**src/rtl/dsd_cic_pkg.sv**
```systemverilog
// rtl/dsd_cic_pkg.sv - shared constants and sizing helpers for the DSD CIC decimator
package dsd_cic_pkg;

    localparam int CIC_ORDER     = 4;
    localparam int WARMUP_FRAMES = CIC_ORDER;

    // Bit growth is ORDER*log2(R); the +2 covers the +/-1 input sign and one guard bit.
    function automatic int cic_width(input int ratio);
        return CIC_ORDER * $clog2(ratio) + 2;
    endfunction

    function automatic int out_shift(input int cic_w, input int pcm_w);
        return cic_w - pcm_w - 1;
    endfunction

    function automatic logic signed [63:0] sat_hi(input int pcm_w);
        return (64'sd1 <<< (pcm_w - 1)) - 64'sd1;
    endfunction

    function automatic logic signed [63:0] sat_lo(input int pcm_w);
        return -(64'sd1 <<< (pcm_w - 1));
    endfunction

endpackage

```
**src/rtl/dsd_cic_comb.sv**
```systemverilog
// rtl/dsd_cic_comb.sv - one CIC comb stage: y = x - x_prev, updated only on its enable
module dsd_cic_comb #(
    parameter int W = 26
) (
    input  logic         clk_i,
    input  logic         rst_ni,
    input  logic         en_i,
    input  logic [W-1:0] x_i,
    output logic [W-1:0] y_o
);
    logic [W-1:0] y_q;
    logic [W-1:0] x_prev_q;

    always_ff @(posedge clk_i or negedge rst_ni) begin
        if (!rst_ni) begin
            y_q      <= '0;
            x_prev_q <= '0;
        end else if (en_i) begin
            y_q      <= x_i - x_prev_q;
            x_prev_q <= x_i;
        end
    end

    assign y_o = y_q;

endmodule

```
**src/rtl/dsd_cic_decimator.sv**
```systemverilog
// rtl/dsd_cic_decimator.sv - 4th-order CIC decimator, 1-bit DSD stream to saturated signed PCM
module dsd_cic_decimator
    import dsd_cic_pkg::*;
#(
    parameter int PCM_Bit_Length   = 24,
    parameter int Decimation_Ratio = 64
) (
    input  logic                             CLK_I,
    input  logic                             NRST_I,
    input  logic                             DSD_I,
    input  logic                             DSD_EN_I,
    output logic signed [PCM_Bit_Length-1:0] DATA_O,
    output logic                             VALID_O
);
    localparam int CW    = cic_width(Decimation_Ratio);
    localparam int SHIFT = out_shift(CW, PCM_Bit_Length);
    localparam int DW    = $clog2(Decimation_Ratio);
    localparam logic signed [63:0] SAT_HI = sat_hi(PCM_Bit_Length);
    localparam logic signed [63:0] SAT_LO = sat_lo(PCM_Bit_Length);

    // R >= 8 guarantees the 4-cycle comb pipeline drains before the next capture.
    if (Decimation_Ratio < 8 || Decimation_Ratio > 256 ||
        (Decimation_Ratio & (Decimation_Ratio - 1)) != 0) begin : g_bad_ratio
        $error("Decimation_Ratio must be a power of two in 8..256");
    end

    logic [CW-1:0]                    integ_q [CIC_ORDER];
    logic [CW-1:0]                    integ_d [CIC_ORDER];
    logic [DW-1:0]                    dec_q, dec_d;
    logic [CIC_ORDER-1:0]             v_q, v_d;
    logic [2:0]                       warm_q, warm_d;
    logic signed [PCM_Bit_Length-1:0] data_q, data_d;
    logic                             valid_q, valid_d;
    logic                             capture;
    logic [CIC_ORDER-1:0][CW-1:0]     comb_x, comb_y;
    logic signed [CW-1:0]             comb_shr;
    logic signed [63:0]               comb_wide;

    // Integrators ripple within one cycle so the capture sees the freshly updated 4th stage.
    always_comb begin
        integ_d[0] = integ_q[0] + (DSD_I ? {{(CW-1){1'b0}}, 1'b1} : {CW{1'b1}});
        for (int i = 1; i < CIC_ORDER; i++) begin
            integ_d[i] = integ_q[i] + integ_d[i-1];
        end
    end

    assign capture = DSD_EN_I & (&dec_q);
    assign dec_d   = DSD_EN_I ? dec_q + {{(DW-1){1'b0}}, 1'b1} : dec_q;
    assign v_d     = {v_q[CIC_ORDER-2:0], capture};
    assign comb_x  = {comb_y[CIC_ORDER-2:0], integ_d[CIC_ORDER-1]};

    for (genvar g = 0; g < CIC_ORDER; g++) begin : g_comb
        dsd_cic_comb #(.W(CW)) u_comb (
            .clk_i  (CLK_I),
            .rst_ni (NRST_I),
            .en_i   (v_d[g]),
            .x_i    (comb_x[g]),
            .y_o    (comb_y[g])
        );
    end

    assign comb_shr  = $signed(comb_y[CIC_ORDER-1]) >>> SHIFT;
    assign comb_wide = {{(64-CW){comb_shr[CW-1]}}, comb_shr};

    always_comb begin
        warm_d  = warm_q;
        data_d  = data_q;
        valid_d = 1'b0;
        if (v_q[CIC_ORDER-1]) begin
            if (warm_q < 3'(WARMUP_FRAMES)) begin
                warm_d = warm_q + 3'd1;
            end else begin
                valid_d = 1'b1;
                if (comb_wide > SAT_HI) begin
                    data_d = SAT_HI[PCM_Bit_Length-1:0];
                end else if (comb_wide < SAT_LO) begin
                    data_d = SAT_LO[PCM_Bit_Length-1:0];
                end else begin
                    data_d = comb_wide[PCM_Bit_Length-1:0];
                end
            end
        end
    end

    always_ff @(posedge CLK_I or negedge NRST_I) begin
        if (!NRST_I) begin
            for (int i = 0; i < CIC_ORDER; i++) begin
                integ_q[i] <= '0;
            end
            dec_q   <= '0;
            v_q     <= '0;
            warm_q  <= '0;
            data_q  <= '0;
            valid_q <= 1'b0;
        end else begin
            if (DSD_EN_I) begin
                for (int i = 0; i < CIC_ORDER; i++) begin
                    integ_q[i] <= integ_d[i];
                end
            end
            dec_q   <= dec_d;
            v_q     <= v_d;
            warm_q  <= warm_d;
            data_q  <= data_d;
            valid_q <= valid_d;
        end
    end

    assign DATA_O  = data_q;
    assign VALID_O = valid_q;

endmodule

```
**config.mk**
```make
export PLATFORM = sky130hd
export DESIGN_NAME = dsd_cic_decimator
export DESIGN_NICKNAME = d
export VERILOG_FILES = /design/src/rtl/dsd_cic_pkg.sv /design/src/rtl/dsd_cic_comb.sv /design/src/rtl/dsd_cic_decimator.sv
export SDC_FILE = /design/constraint.sdc
export NUM_CORES = 1
export LEC_CHECK = 0
export BUFFER_PORTS_ARGS = -buffer_cell sky130_fd_sc_hd__buf_2
export CAP_MARGIN = 20
export CORE_ASPECT_RATIO = 0.75
export CORE_MARGIN = 8
export CORE_UTILIZATION = 58
export DETAILED_ROUTE_END_ITERATION = 10
export GPL_ROUTABILITY_DRIVEN = 1
export PLACE_DENSITY = 0.74
export SLEW_MARGIN = 20
export SYNTH_ARGS = -nofsm -noshare
export SYNTH_HDL_FRONTEND = slang
export SYNTH_SLANG_ARGS = --single-unit
```
**constraint.sdc**
```tcl
create_clock -name CLK_I -period 7.4 [get_ports CLK_I]
set_input_delay 1.11 -clock CLK_I [delete_from_list [all_inputs] [get_ports CLK_I]]
set_output_delay 1.11 -clock CLK_I [all_outputs]
set_load 0.01 [all_outputs]
```
==> results.md <==
* Status: finished with violations
* Failing checks: setup timing
* Post-DP HPWL at 37.0 mm
* Crit-path most repeated cell: a21oi_2
* CTS tree: done
* Post-layout min period at approximately 8.5 ns
* Most used flip-flop cell after synthesis: dfrtp_1
* WL per Instance at 17.6 um
* Synth Area in XOR/XNOR at 0.0653
* Setup TNS at -11.02 ns
* CP Launch Type: primary input
* Most frequent cell after synthesis: dfrtp_1
* Layout cells sized above 1 at 0.291
* WP buf/inv at 4
* Synthesis-to-finish area growth at 25.9%
* Setup violators final at 21
* Synth area leader: dfrtp_1
* Worst r2r src: integ_q[79]
* Largest delay share family, worst path: compound AO/OA/AOI/OAI gates
* Final Wtd Congestion at 0.885
* Share of async-settable or async-resettable flops after synthesis at 1.00
* Highest achievable clock rate at roughly 120 MHz
* Die height at 186 um
* End of the critical path: g_comb[0].u_comb.y_o[25]
* Filler cells at approximately 2.5k
* Slowest CP cell: fa_2
* Worst path required time at about 7.9 ns
* Starting density of the core at 0.587
* DRT Pass-1 Iters at 5
* Critical path's largest stage delay at approximately 0.39 ns
* Slew headroom at 0.368
* Pin count of the biggest net entering global routing at about 120
* CTS buffer count at 38
* Worst Hold Slack at around 0.47 ns
* HP Class: flip-flop to flip-flop
* # DRC at 0
* Count of pins over their slew limit at 0
* Layout Nets at around 3k
* Ports at 29
* Post-DRT Antenna Nets at 0
* Hold Vio Cnt, Final at 0
* Core area at 38,200 um2
* Initial antenna violation count at 0
* Total Wirelength at slightly below 60 mm
* Clk root buf: clkbuf_16
* Min setup slack post-route at -1.08 ns
* Clock slew at reported path FFs at ~0.06 ns
* Gr usage total at 0.237
* Top Usage Layer GRT: met2
* Skew final at just over 0.02 ns
* Crit path depth at 42
* GR Overflow Total at 0
* Post-synthesis adder-cell area fraction at 0.121
* Met3 usage at 0.0334
* Die area at approximately 45,000 um2
* Multiplexer share of the synthesized area at 0.0812
* Post-Syn Area at roughly 22,000 um2
* Max-Cap Viols at 0
* Sequential fraction of the synthesis area at 0.390
* Register-to-register setup slack at -0.72 ns
* Port buffer count at 28
* Worst Setup SP: DSD_I
* Row count at 62
* Tightest Pin Transition at around 0.95 ns
* Grt met1 use at 0.331
* Most common library cells after synthesis: dfrtp_1, nand2_1, o21ai_0
* Crit path DAT at around 8.9 ns
* Netlist cell types at 78
* Antenna cells at 0
* CTS max path bufs at 3
* Final Cycle Share at 1.15
* Crit. End Element: flip-flop
* Dominant cells by area after synthesis: dfrtp_1, ha_1, mux2_2
* Unrepaired setup endpoints after global routing: yes
* Multi-input gate area at ~14,000 um2
* 1st-iter DRT viols at around 1.5k
* Clk_lat worst skew at about 0.55 ns
* Met2 Usage GRT at 0.391
* Mapped Cells at between 2k and 2.5k
* Chip Width at about 240 um
* Worst Setup Path Type: primary input to flip-flop
* Number of global-route vias before repair at between 15k and 20k
* Syn Area/Cell at ~9.4 um2
* Synth Register Bits at ~350
* Post-synthesis compound-gate area fraction at 0.178
* EDFF count, synth at 0
* Largest family of logic cells by synthesized area: compound AO/OA/AOI/OAI gates
* Post-cts hold buffer count at 0
* Place WS at -1.57 ns
* Worst r2r path cells at 40
* Sequential cell area at a little under 9000 um2
* Vias per inst at roughly 5.8
* Vias at approximately 19k
* Crit Path Max Fanout at 5
* Synth Area in Simple Gates at 0.125
* Max H-tree Level at 2
* Top-area cell type share of the netlist area at 0.390
* Clk sinks at roughly 350
* Final core utilization at 0.739
* Syn Nets at roughly 2.6k
* Ys Warns at 0
* R2R Path End: g_comb[0].u_comb.y_o[25]
* Global-route wire length before repair at about 91 mm
-- cells by family (layout without fill, tap and decap cells) --
kind of cell / after synthesis / in the layout
AO/OA/AOI/OAI: 650 / 650
XOR/XNOR: 167 / 167
adder cells (fa/ha/maj): 211 / 211
buffers and inverters: 235 / 624
flip-flops: 349 / 349
multiplexers: 162 / 162
AND/OR/NAND/NOR: 620 / 620
-- per-stage QoR --
| stage | instance area (um2) | instances |
|---|---|---|
| after floorplan | 22600 | 2394 |
| after global placement | 25200 | 3145 |
| after detailed placement | 25200 | 3145 |
| after CTS | 27400 | 3271 |
| after global routing | 28200 | 3295 |
| final | 28200 | 3295 |
-- timing repair --
item,in CTS,in global routing
gates resized for setup,98,112
pin swaps,118,140
setup endpoints to repair,17,29
buffers inserted,59,28
-- layout by cell type, fill, tap and decap left out, types with 22 or more instances in the layout --
master     count
xor2_1        48
a21oi_1      111
mux2_2       153
nor2b_1       29
nand2_1      292
ha_4          22
a21oi_2       35
xnor2_1       92
o21a_1        22
buf_2         25
buf_4        345
inv_1        162
nor2_1       116
o21ai_1       67
nand2b_1      24
a21o_1        61
clkbuf_16     41
dfrtp_1      345
ha_1         178
nand3_1       33
o21ai_0      185
o21bai_1      22
-- flip-flops by register name, indices dropped and copies added (netlist names) --
signal                  count
g_comb.u_comb.y_o         103
VALID_O                     1
g_comb.u_comb.x_prev_q    104
v_q                         4
DATA_O                     24
warm_q                      3
dec_q                       6
integ_q                   104
-- tightest hold or removal path, stage by stage, from the launching register on --
cell     delay (ns)
dfrtp_1        0.34
nand2_1        0.04
o21ai_0        0.06
-- worst min path at each step --
stage	from	endpoint	slack, ns	depth (start not counted)
finish	DATA_O[12]	DATA_O[12]	0.47	2
global route	warm_q[0]	warm_q[0]	0.49	1
CTS	dec_q[5]	dec_q[5]	0.47	1
detailed placement	dec_q[5]	dec_q[5]	0.46	1
floorplan	v_q[0]	v_q[1]	0.35	0
global placement	dec_q[5]	dec_q[5]	0.46	1
-- routing by layer --
layer,wire length (um),vias to the layer above,part of all wire
li1,-,9126,-
met4,1540,0,0.027
met3,2720,137,0.047
met5,0,-,0
met2,27500,526,0.47
met1,26200,9272,0.45
-- layout make-up --
type,instances,share of cell area
flip-flops and latches,349,0.310
multi-input cells,1810,0.497
repair buffers,387,0.104
well taps,512,0.0227
clock buffers,61,0.0419
clock inverters,8,0.00253
inverters,168,0.0225
Power is not shown: default switching activity piles up to over one toggle a cycle in this logic, so the estimate is an artifact.
